[src/rtl/prt_dp_lb_tmo_if.sv]
// Local-bus link between the application mux and one register slave.
// A read is a one-cycle rd strobe; the answer is a one-cycle vld carrying dout.
interface prt_dp_lb_if #(
  parameter int P_ADR_WIDTH = 16
);
  logic [P_ADR_WIDTH-1:0] adr;
  logic [31:0]            din;
  logic                   wr;
  logic                   rd;
  logic [31:0]            dout;
  logic                   vld;

  modport lb_in  (input adr, din, wr, rd, output dout, vld);
  modport lb_out (output adr, din, wr, rd, input dout, vld);
endinterface

[src/rtl/prt_dp_lb_tmo.sv]
// Read-timeout guard for one local-bus slave: substitutes an error word when a
// read goes unanswered, so the CPU never stalls on a dead or resetting slave.
module prt_dp_lb_tmo #(
  parameter int          P_ADR_WIDTH = 16,
  parameter int          P_TMO       = 64,
  parameter logic [31:0] P_TMO_DAT   = 32'hDEAD_BEEF
) (
  input  logic        CLK_IN,
  input  logic        RST_IN,
  prt_dp_lb_if.lb_in  LB_UP_IF,
  prt_dp_lb_if.lb_out LB_DWN_IF,
  input  logic        STA_CLR_IN,
  output logic        STA_TMO_OUT,
  output logic        STA_OVR_OUT,
  output logic [7:0]  STA_CNT_OUT,
  output logic        TMO_IRQ_OUT
);

  localparam int CNT_W = $clog2(P_TMO + 1);

  typedef enum logic {S_IDLE, S_WAIT} state_t;

  state_t                 state_q;
  state_t                 state_d;
  logic [CNT_W-1:0]       cnt_q;
  logic [P_ADR_WIDTH-1:0] adr;
  logic                   rsp_evt;
  logic                   tmo_evt;
  logic                   ovr_evt;
  logic                   cnt_last;
  logic                   vld_p1;
  logic [31:0]            dout_p1;
  logic                   irq_p1;
  logic                   sta_tmo;
  logic                   sta_ovr;
  logic [7:0]             sta_cnt;

  function automatic logic [7:0] sat_inc(input logic [7:0] v);
    return (v == 8'hFF) ? v : v + 8'd1;
  endfunction

  // Writes and addressing pass straight through; only rd is gated by the FSM.
  assign adr            = LB_UP_IF.adr;
  assign LB_DWN_IF.adr  = adr;
  assign LB_DWN_IF.din  = LB_UP_IF.din;
  assign LB_DWN_IF.wr   = LB_UP_IF.wr;
  assign LB_DWN_IF.rd   = (state_q == S_IDLE) & LB_UP_IF.rd;

  assign cnt_last = (cnt_q == CNT_W'(1));

  always_ff @(posedge CLK_IN) begin
    if (RST_IN) state_q <= S_IDLE;
    else        state_q <= state_d;
  end

  always_comb begin
    state_d = state_q;
    case (state_q)
      S_IDLE: if (LB_UP_IF.rd) state_d = S_WAIT;
      S_WAIT: if (LB_DWN_IF.vld || cnt_last) state_d = S_IDLE;
      default: state_d = S_IDLE;
    endcase
  end

  // The slave answer is checked before the counter so a reply in the last
  // allowed cycle still wins over the timeout.
  always_comb begin
    rsp_evt = 1'b0;
    tmo_evt = 1'b0;
    ovr_evt = 1'b0;
    if (state_q == S_WAIT) begin
      rsp_evt = LB_DWN_IF.vld;
      tmo_evt = ~LB_DWN_IF.vld & cnt_last;
      ovr_evt = LB_UP_IF.rd;
    end
  end

  always_ff @(posedge CLK_IN) begin
    if (RST_IN) begin
      cnt_q <= '0;
    end else if (state_q == S_IDLE) begin
      cnt_q <= LB_UP_IF.rd ? CNT_W'(P_TMO) : '0;
    end else if (rsp_evt || tmo_evt) begin
      cnt_q <= '0;
    end else begin
      cnt_q <= cnt_q - CNT_W'(1);
    end
  end

  // Response stage p1: registered upstream answer and timeout pulse.
  always_ff @(posedge CLK_IN) begin
    if (RST_IN) begin
      vld_p1  <= 1'b0;
      irq_p1  <= 1'b0;
      dout_p1 <= '0;
    end else begin
      vld_p1 <= rsp_evt | tmo_evt;
      irq_p1 <= tmo_evt;
      if (rsp_evt)      dout_p1 <= LB_DWN_IF.dout;
      else if (tmo_evt) dout_p1 <= P_TMO_DAT;
    end
  end

  // Status: a coincident event takes priority over the clear pulse.
  always_ff @(posedge CLK_IN) begin
    if (RST_IN) begin
      sta_tmo <= 1'b0;
      sta_ovr <= 1'b0;
      sta_cnt <= '0;
    end else begin
      if (tmo_evt)         sta_tmo <= 1'b1;
      else if (STA_CLR_IN) sta_tmo <= 1'b0;
      if (ovr_evt)         sta_ovr <= 1'b1;
      else if (STA_CLR_IN) sta_ovr <= 1'b0;
      if (tmo_evt)         sta_cnt <= STA_CLR_IN ? 8'd1 : sat_inc(sta_cnt);
      else if (STA_CLR_IN) sta_cnt <= '0;
    end
  end

  assign LB_UP_IF.vld  = vld_p1;
  assign LB_UP_IF.dout = dout_p1;
  assign TMO_IRQ_OUT   = irq_p1;
  assign STA_TMO_OUT   = sta_tmo;
  assign STA_OVR_OUT   = sta_ovr;
  assign STA_CNT_OUT   = sta_cnt;

endmodule

[src/flat_wrapper.sv]
// flat-port wrapper written by rule: the top's interface ports become plain ports
module prt_dp_lb_tmo_flat 
#(
  parameter int          P_ADR_WIDTH = 16,
  parameter int          P_TMO       = 64,
  parameter logic [31:0] P_TMO_DAT   = 32'hDEAD_BEEF
)
  (CLK_IN, RST_IN, STA_CLR_IN, STA_TMO_OUT, STA_OVR_OUT, STA_CNT_OUT, TMO_IRQ_OUT, LB_UP_IF_adr, LB_UP_IF_din, LB_UP_IF_wr, LB_UP_IF_rd, LB_UP_IF_dout, LB_UP_IF_vld, LB_DWN_IF_adr, LB_DWN_IF_din, LB_DWN_IF_wr, LB_DWN_IF_rd, LB_DWN_IF_dout, LB_DWN_IF_vld);
  prt_dp_lb_if #(.P_ADR_WIDTH(P_ADR_WIDTH)) LB_UP_IF_i ();
  prt_dp_lb_if #(.P_ADR_WIDTH(P_ADR_WIDTH)) LB_DWN_IF_i ();
  input  logic CLK_IN;
  input  logic RST_IN;
  input  logic STA_CLR_IN;
  output logic STA_TMO_OUT;
  output logic STA_OVR_OUT;
  output logic [7:0] STA_CNT_OUT;
  output logic TMO_IRQ_OUT;
  input wire logic [$bits(LB_UP_IF_i.adr)-1:0] LB_UP_IF_adr;
  input wire logic [$bits(LB_UP_IF_i.din)-1:0] LB_UP_IF_din;
  input wire logic [$bits(LB_UP_IF_i.wr)-1:0] LB_UP_IF_wr;
  input wire logic [$bits(LB_UP_IF_i.rd)-1:0] LB_UP_IF_rd;
  output wire logic [$bits(LB_UP_IF_i.dout)-1:0] LB_UP_IF_dout;
  output wire logic [$bits(LB_UP_IF_i.vld)-1:0] LB_UP_IF_vld;
  output wire logic [$bits(LB_DWN_IF_i.adr)-1:0] LB_DWN_IF_adr;
  output wire logic [$bits(LB_DWN_IF_i.din)-1:0] LB_DWN_IF_din;
  output wire logic [$bits(LB_DWN_IF_i.wr)-1:0] LB_DWN_IF_wr;
  output wire logic [$bits(LB_DWN_IF_i.rd)-1:0] LB_DWN_IF_rd;
  input wire logic [$bits(LB_DWN_IF_i.dout)-1:0] LB_DWN_IF_dout;
  input wire logic [$bits(LB_DWN_IF_i.vld)-1:0] LB_DWN_IF_vld;
  assign LB_UP_IF_i.adr = LB_UP_IF_adr;
  assign LB_UP_IF_i.din = LB_UP_IF_din;
  assign LB_UP_IF_i.wr = LB_UP_IF_wr;
  assign LB_UP_IF_i.rd = LB_UP_IF_rd;
  assign LB_UP_IF_dout = LB_UP_IF_i.dout;
  assign LB_UP_IF_vld = LB_UP_IF_i.vld;
  assign LB_DWN_IF_adr = LB_DWN_IF_i.adr;
  assign LB_DWN_IF_din = LB_DWN_IF_i.din;
  assign LB_DWN_IF_wr = LB_DWN_IF_i.wr;
  assign LB_DWN_IF_rd = LB_DWN_IF_i.rd;
  assign LB_DWN_IF_i.dout = LB_DWN_IF_dout;
  assign LB_DWN_IF_i.vld = LB_DWN_IF_vld;
  prt_dp_lb_tmo #(.P_ADR_WIDTH(P_ADR_WIDTH), .P_TMO(P_TMO), .P_TMO_DAT(P_TMO_DAT)) u_core (.CLK_IN(CLK_IN), .RST_IN(RST_IN), .LB_UP_IF(LB_UP_IF_i), .LB_DWN_IF(LB_DWN_IF_i), .STA_CLR_IN(STA_CLR_IN), .STA_TMO_OUT(STA_TMO_OUT), .STA_OVR_OUT(STA_OVR_OUT), .STA_CNT_OUT(STA_CNT_OUT), .TMO_IRQ_OUT(TMO_IRQ_OUT));
endmodule
[config.mk]
export PLATFORM = sky130hd
export DESIGN_NAME = prt_dp_lb_tmo_flat
export DESIGN_NICKNAME = d
export VERILOG_FILES = /design/src/rtl/prt_dp_lb_tmo_if.sv /design/src/rtl/prt_dp_lb_tmo.sv /design/src/flat_wrapper.sv
export SDC_FILE = /design/constraint.sdc
export NUM_CORES = 1
export LEC_CHECK = 0
export BUFFER_PORTS_ARGS = -buffer_cell sky130_fd_sc_hd__buf_2
export CAP_MARGIN = 20
export CORE_UTILIZATION = 45
export CTS_BUF_LIST = sky130_fd_sc_hd__clkbuf_4 sky130_fd_sc_hd__clkbuf_8
export CTS_CLUSTER_SIZE = 24
export DETAILED_ROUTE_END_ITERATION = 10
export PLACE_DENSITY = 0.91
export SYNTH_ARGS = -nofsm -noshare
export SYNTH_HDL_FRONTEND = slang
export SYNTH_SLANG_ARGS = --single-unit
export TNS_END_PERCENT = 30
[constraint.sdc]
create_clock -name CLK_IN -period 3.7 [get_ports CLK_IN]
set_input_delay 0.37 -clock CLK_IN [delete_from_list [all_inputs] [get_ports CLK_IN]]
set_output_delay 0.37 -clock CLK_IN [all_outputs]
set_load 0.02 [all_outputs]
# Yosys cells after proc, flatten, opt, wreduce, memory -nomap -nowiden
# Cells that the tools add are included.
[word_totals]
regBits = 52
output_inout_bits = 94
latchBits = 0
inputBits = 86
memories = 0
mem_bits_rw = 0
rom_bits = 0
[classes]
bitwise = 5
muxes = 18
n_mul = 0
addsub = 2
n_lt_le_gt_ge = 0
n_div = 0
shift = 0
n_eq_ne = 3
reduce_logical = 6
[op_table]
columns = ["cell", "n"]
rows = [
  ["32-bit two-way mux", 2],
  ["8-bit two-way mux", 4],
  ["7-bit two-way mux", 3],
  ["8-bit by 1-bit adder with 8-bit output, second input constant", 1],
  ["8-bit equality test, second input constant", 1],
  ["1-bit two-way mux", 8],
  ["7-bit by 1-bit equality test with 1-bit output, second input constant", 1],
  ["7-bit by 1-bit subtractor with 7-bit output, second input constant", 1],
  ["2-bit nonzero test", 3],
  ["1-bit bitwise AND", 2],
  ["1-bit logical OR", 2],
  ["2-bit != test, second input constant", 1],
  ["1-bit NOT", 2],
  ["1-bit one-hot mux with 2 select lines", 1],
  ["2-bit AND reduction", 1],
  ["1-bit OR", 1],
]

# Logic depth before layout (Yosys ltp)
[depth]
word_depth = 6
depth_mapped = 7
mapped_depth_nobuf = 6

# Least setup slack after synthesis
# OpenSTA, ideal clock, no wires.
[synth_timing]
path_kind = "register -> register"
start = "reg u_core.cnt_q[0]"
end = "reg u_core.sta_cnt[2], in the netlist u_core.STA_CNT_OUT[2]"
stages_incl_launch_ff = 7
n_path_buf = 1
arrival_time_ps = 1858
setup_slack_ps = 1772
cell_sequence = "dfxtp_1 -> ha_1 -> or4b_1 -> a311o_2 -> buf_6 -> or3_1 -> a21oi_1"
[synth_via]
elab_chain_cells = 5
elab_cells_between_ends = 6
cone_classes = "eq/ne (1); mux (2); bitwise (1); reduce/logical (2)"
[synth_rtl]
columns = ["element", "line", "source"]
rows = [
  ["from (decl)", "prt_dp_lb_tmo.sv:25", "logic [CNT_W-1:0] cnt_q;"],
  ["from (signal assigned)", "prt_dp_lb_tmo.sv:82", "cnt_q <= LB_UP_IF.rd ? CNT_W'(P_TMO) : '0;"],
  ["from (signal assigned)", "prt_dp_lb_tmo.sv:86", "cnt_q <= cnt_q - CNT_W'(1);"],
  ["7-bit by 1-bit equality test with 1-bit output (*)", "prt_dp_lb_tmo.sv:49", "assign cnt_last = (cnt_q == CNT_W'(1));"],
  ["1-bit bitwise AND (*)", "prt_dp_lb_tmo.sv:73", "tmo_evt = ~LB_DWN_IF.vld & cnt_last;"],
  ["1-bit two-way mux (*)", "prt_dp_lb_tmo.sv:71", "if (state_q == S_WAIT) begin"],
  ["2-bit nonzero test (no source line)", "-", ""],
  ["2-bit AND reduction (no source line)", "-", ""],
  ["to (signal assigned)", "prt_dp_lb_tmo.sv:115", "if (tmo_evt) sta_cnt <= STA_CLR_IN ? 8'd1 : sat_inc(sta_cnt);"],
  ["to (decl)", "prt_dp_lb_tmo.sv:36", "logic [7:0] sta_cnt;"],
]
# Every way passes the cells marked *; elsewhere a longest branch is shown, timed or not.
# A chain may end at the register's enable or synchronous reset.

# Final worst setup path
[layout_timing]
start = "reg u_core.state_q"
end = "reg u_core.sta_cnt[5], in the netlist u_core.STA_CNT_OUT[5]"
[layout_via]
elab_chain_cells = 3
elab_cells_between_ends = 4
cone_classes = "mux (2); reduce/logical (2)"
[layout_rtl]
columns = ["element", "line", "source"]
rows = [
  ["from (decl)", "prt_dp_lb_tmo.sv:23", "state_t state_q;"],
  ["from (signal assigned)", "prt_dp_lb_tmo.sv:53", "else state_q <= state_d;"],
  ["1-bit two-way mux (*)", "prt_dp_lb_tmo.sv:71", ""],
  ["2-bit nonzero test (no source line)", "-", ""],
  ["2-bit AND reduction (no source line)", "-", ""],
]
# Marks and branches as above.

==> key figures <==
Run status
  • Status: finished clean

Worst setup path
  • CP Launch Type: register
  • Critical Path Sink Type: register
  • RR Endpoint: u_core.STA_CNT_OUT[5]$_SDFFE_PP0P_
  • CP max-delay cell: dfxtp_1
  • R2R Path Start: u_core.state_q$_SDFF_PP0_
  • Worst stage delay on the critical path: 0.59 ns
  • CP cell instances: or4b_1 -> a311o_2 -> or3_1 -> a21oi_1
  • FF-to-FF path depth: 4
  • Crit Path Class: register to register
  • Delay-heaviest family, CP: simple AND/OR/NAND/NOR gates
  • Crit path depth: 4
  • Crit path max fanout: 14
  • Number of buffers and inverters on the critical path: 0
  • Arr. time, crit path: 2.37 ns
  • R2R Setup Slk: 1.57 ns
  • CP Data Required Time: 3.94 ns

Logic synthesis
  • Sequential element share of the synthesized area: 43.1%
  • Synth Area per Inst: 8.70 µm²
  • Post-Synthesis Cell Area: 0.00242 mm²
  • #FFs+latches synth: 52
  • YS warnings: 0
  • Mapped Cells: 278
  • Syn nets: 367
  • Unique masters post-synth: 34

STA
  • Final setup viols: 0
  • PnR worst setup slack: 1.57 ns
  • Fmax: 469 MHz
  • Worst slew pin tran: 1.02 ns
  • Setup TNS: 0 ns
  • Period utilization: 57.6%
  • Final clock skew: 0.00876 ns
  • Max_slew headroom: 31.5%
  • Final Hold Fails: 0
  • Post-route minimum period: 2.13 ns
  • Hold Worst Slack: 0.326 ns
  • RSZ-0062 raised after global routing: false
  • Slew Viols, Final: 0

Min path
  • Hold Crit Endpoint: u_core.STA_CNT_OUT[0]$_SDFFE_PP0P_
  • Min-delay src: STA_CLR_IN
  • Hold WC Path Type: input pin to register
  • Hold depth: 2

Floorplanning
  • Io pins: 180
  • Die ar.: 0.00567 mm²
  • Die Height: 75.3 µm
  • CORE AREA: 0.00514 mm²
  • Die Width: 75.3 µm
  • # rows: 26
  • Starting Density: 47.0%

GRT
  • Remaining Overflow, GRT: 0
  • Initial antenna violation count: 0
  • M3 GR Usage: 6.08%
  • Top Usage Layer GRT: met2
  • Total track usage: 16.5%
  • Global-route wire length before repair: 7320 µm
  • Largest net degree at the start of global routing: 40
  • Met2 Usage GRT: 27.5%
  • Met1 GRT Util: 19.5%
  • Vias in the first global route: 1743

Route
  • DRT iter0 DRCs: 123
  • DRT Pass-1 Iters: 4
  • Drt wl/cell: 12.8 µm
  • Vias: 1961
  • Routed WL: 4830 µm
  • Via-to-Cell Ratio: 5.22
  • Routed Antenna Nets: 0
  • DRC viols: 0

Layout
  • Final Non-Filler Cells: 376
  • Ant. Diodes: 0
  • Fillers: 505
  • Post-route cell area: 0.00258 mm²
  • Share of cells above drive strength 1: 30.1%
  • Nets: 394
  • Area grow syn2layout: 6.83%

CTS
  • Clock latency on the worst-skew pair: 0.30 ns
  • CTS Hold Buffers Added: 0
  • Clk root buf: clkbuf_8
  • Post_cts resized: 0
  • Clk buf depth: 2
  • Post-CTS setup buffers: 0
  • CTS tree: yes
  • TritonCTS Buffers: 5
  • Clock transition at path regs: 0.09 ns
  • Clock sinks: 52
  • CTS H-tree lvls: 2

Placement
  • RePlAce Congestion: 0.847
  • Cell Area, Placed: 0.00249 mm²
  • IO Port Bufs: 81
  • Placed cells: 368
  • Post-Place Setup Slack: 1.61 ns
  • Hpwl dp: 3460 µm

Power and ir drop
  • Peak supply drop: 0.284 mV
  • PwrDens: 414 mW/mm²
  • Leak: 1.25 nW

Flow run
  • Max_cap viols: 0
-- metrics by stage --
stage                     utilization, %  total power, mW
after global routing                50.2             1.11
after floorplan                        -            0.775
after global placement              48.4            0.745
after detailed placement            48.4            0.749
final                               50.2             1.07
after CTS                           50.2             1.08
-- placed cells by master (no fill, tap or decap) --
| cell type | n |
|---|---|
| a211o_1 | 1 |
| ha_1 | 3 |
| and4_1 | 1 |
| mux2i_1 | 12 |
| nand2b_1 | 4 |
| and2_2 | 1 |
| a31oi_1 | 1 |
| or4b_1 | 2 |
| nand4b_1 | 1 |
| buf_2 | 81 |
| nor2_1 | 34 |
| or2_2 | 1 |
| clkbuf_8 | 6 |
| and3_1 | 1 |
| nor3_1 | 4 |
| a21oi_1 | 16 |
| a311o_2 | 1 |
| o21a_1 | 12 |
| or3_1 | 5 |
| a311oi_1 | 1 |
| nor3b_1 | 1 |
| nor4b_1 | 1 |
| o21ai_0 | 28 |
| xnor2_1 | 3 |
| clkinv_2 | 2 |
| xor2_1 | 2 |
| dfxtp_1 | 52 |
| nand4_1 | 1 |
| nand3b_1 | 1 |
| nand3_1 | 11 |
| nor2b_1 | 1 |
| nand2_1 | 9 |
| inv_1 | 6 |
-- sequential cells by signal, indices dropped and copies added, names as in the netlist --
register / cells
u_core.state_q: 1
u_core.cnt_q: 7
u_core.TMO_IRQ_OUT: 1
u_core.LB_UP_IF.vld: 1
u_core.STA_OVR_OUT: 1
u_core.STA_CNT_OUT: 8
u_core.STA_TMO_OUT: 1
u_core.LB_UP_IF.dout: 32
-- how the worst max path moves through the flow --
stage | startpoint | to
global route | u_core.state_q$_SDFF_PP0_ | u_core.STA_CNT_OUT[4]$_SDFFE_PP0P_
finish | u_core.state_q$_SDFF_PP0_ | u_core.STA_CNT_OUT[5]$_SDFFE_PP0P_
detailed placement | u_core.state_q$_SDFF_PP0_ | u_core.STA_CNT_OUT[5]$_SDFFE_PP0P_
global placement | LB_DWN_IF_vld | u_core.STA_CNT_OUT[6]$_SDFFE_PP0P_
floorplan | u_core.cnt_q[0]$_SDFF_PP0_ | u_core.STA_CNT_OUT[2]$_SDFFE_PP0P_
CTS | u_core.state_q$_SDFF_PP0_ | u_core.STA_CNT_OUT[5]$_SDFFE_PP0P_
-- area by class of cell --
cell class,count,area (µm²),area share [%]
clock inverters,2,10.0,0.388
inverters,6,22.5,0.872
well taps,70,87.6,3.39
multi-input cells,159,933,36.1
repair buffers,81,405,15.7
clock buffers,6,82.6,3.20
flip-flops and latches,52,1040,40.3
-- cells in the mapped netlist, drive strengths merged --
library cell | n | share of area, %
buf | 52 | 16
dfxtp | 52 | 43
nor2 | 34 | 5.3
o21ai | 28 | 5.8
a21oi | 16 | 3.3
mux2i | 12 | 5.0
o21a | 12 | 3.7
nand3 | 11 | 2.3
clkbuf | 9 | 1.4
nand2 | 9 | 1.4
inv | 6 | 0.93
or3 | 5 | 1.3
nand2b | 4 | 1.0
nor3 | 4 | 0.83
ha | 3 | 1.6
xnor2 | 3 | 1.1
or4b | 2 | 0.83
xor2 | 2 | 0.72
a211o | 1 | 0.36
a311o | 1 | 0.47
a311oi | 1 | 0.36
a31oi | 1 | 0.26
and2 | 1 | 0.31
and3 | 1 | 0.26
and4 | 1 | 0.36
nand3b | 1 | 0.31
nand4 | 1 | 0.26
nand4b | 1 | 0.36
nor2b | 1 | 0.26
nor3b | 1 | 0.31
nor4b | 1 | 0.36
or2 | 1 | 0.26
-- layer usage --
layer	routed length [µm]	share of wire, %	vias up
met3	389	8.1	12
met1	2000	41	916
met5	0	0	-
met4	69	1.4	0
li1	-	-	943
met2	2370	49	90
-- cells by family after synthesis --
kind of cell,after synthesis,synth area share (%)
xor+xnor,5,1.81
mux,12,4.97
flops,52,43.1
buf+inv,67,18.3
fa+ha+maj,3,1.55
simple gates,79,16.0
compound gates,60,14.3
-- power breakdown --
group          leakage [nW]  total [mW]  switching [mW]  internal, mW
clock network        0.0510       0.333           0.183         0.150
logic                 0.775       0.138          0.0809        0.0570
registers             0.423       0.599          0.0160         0.583
(Power assumes the default switching activity.)
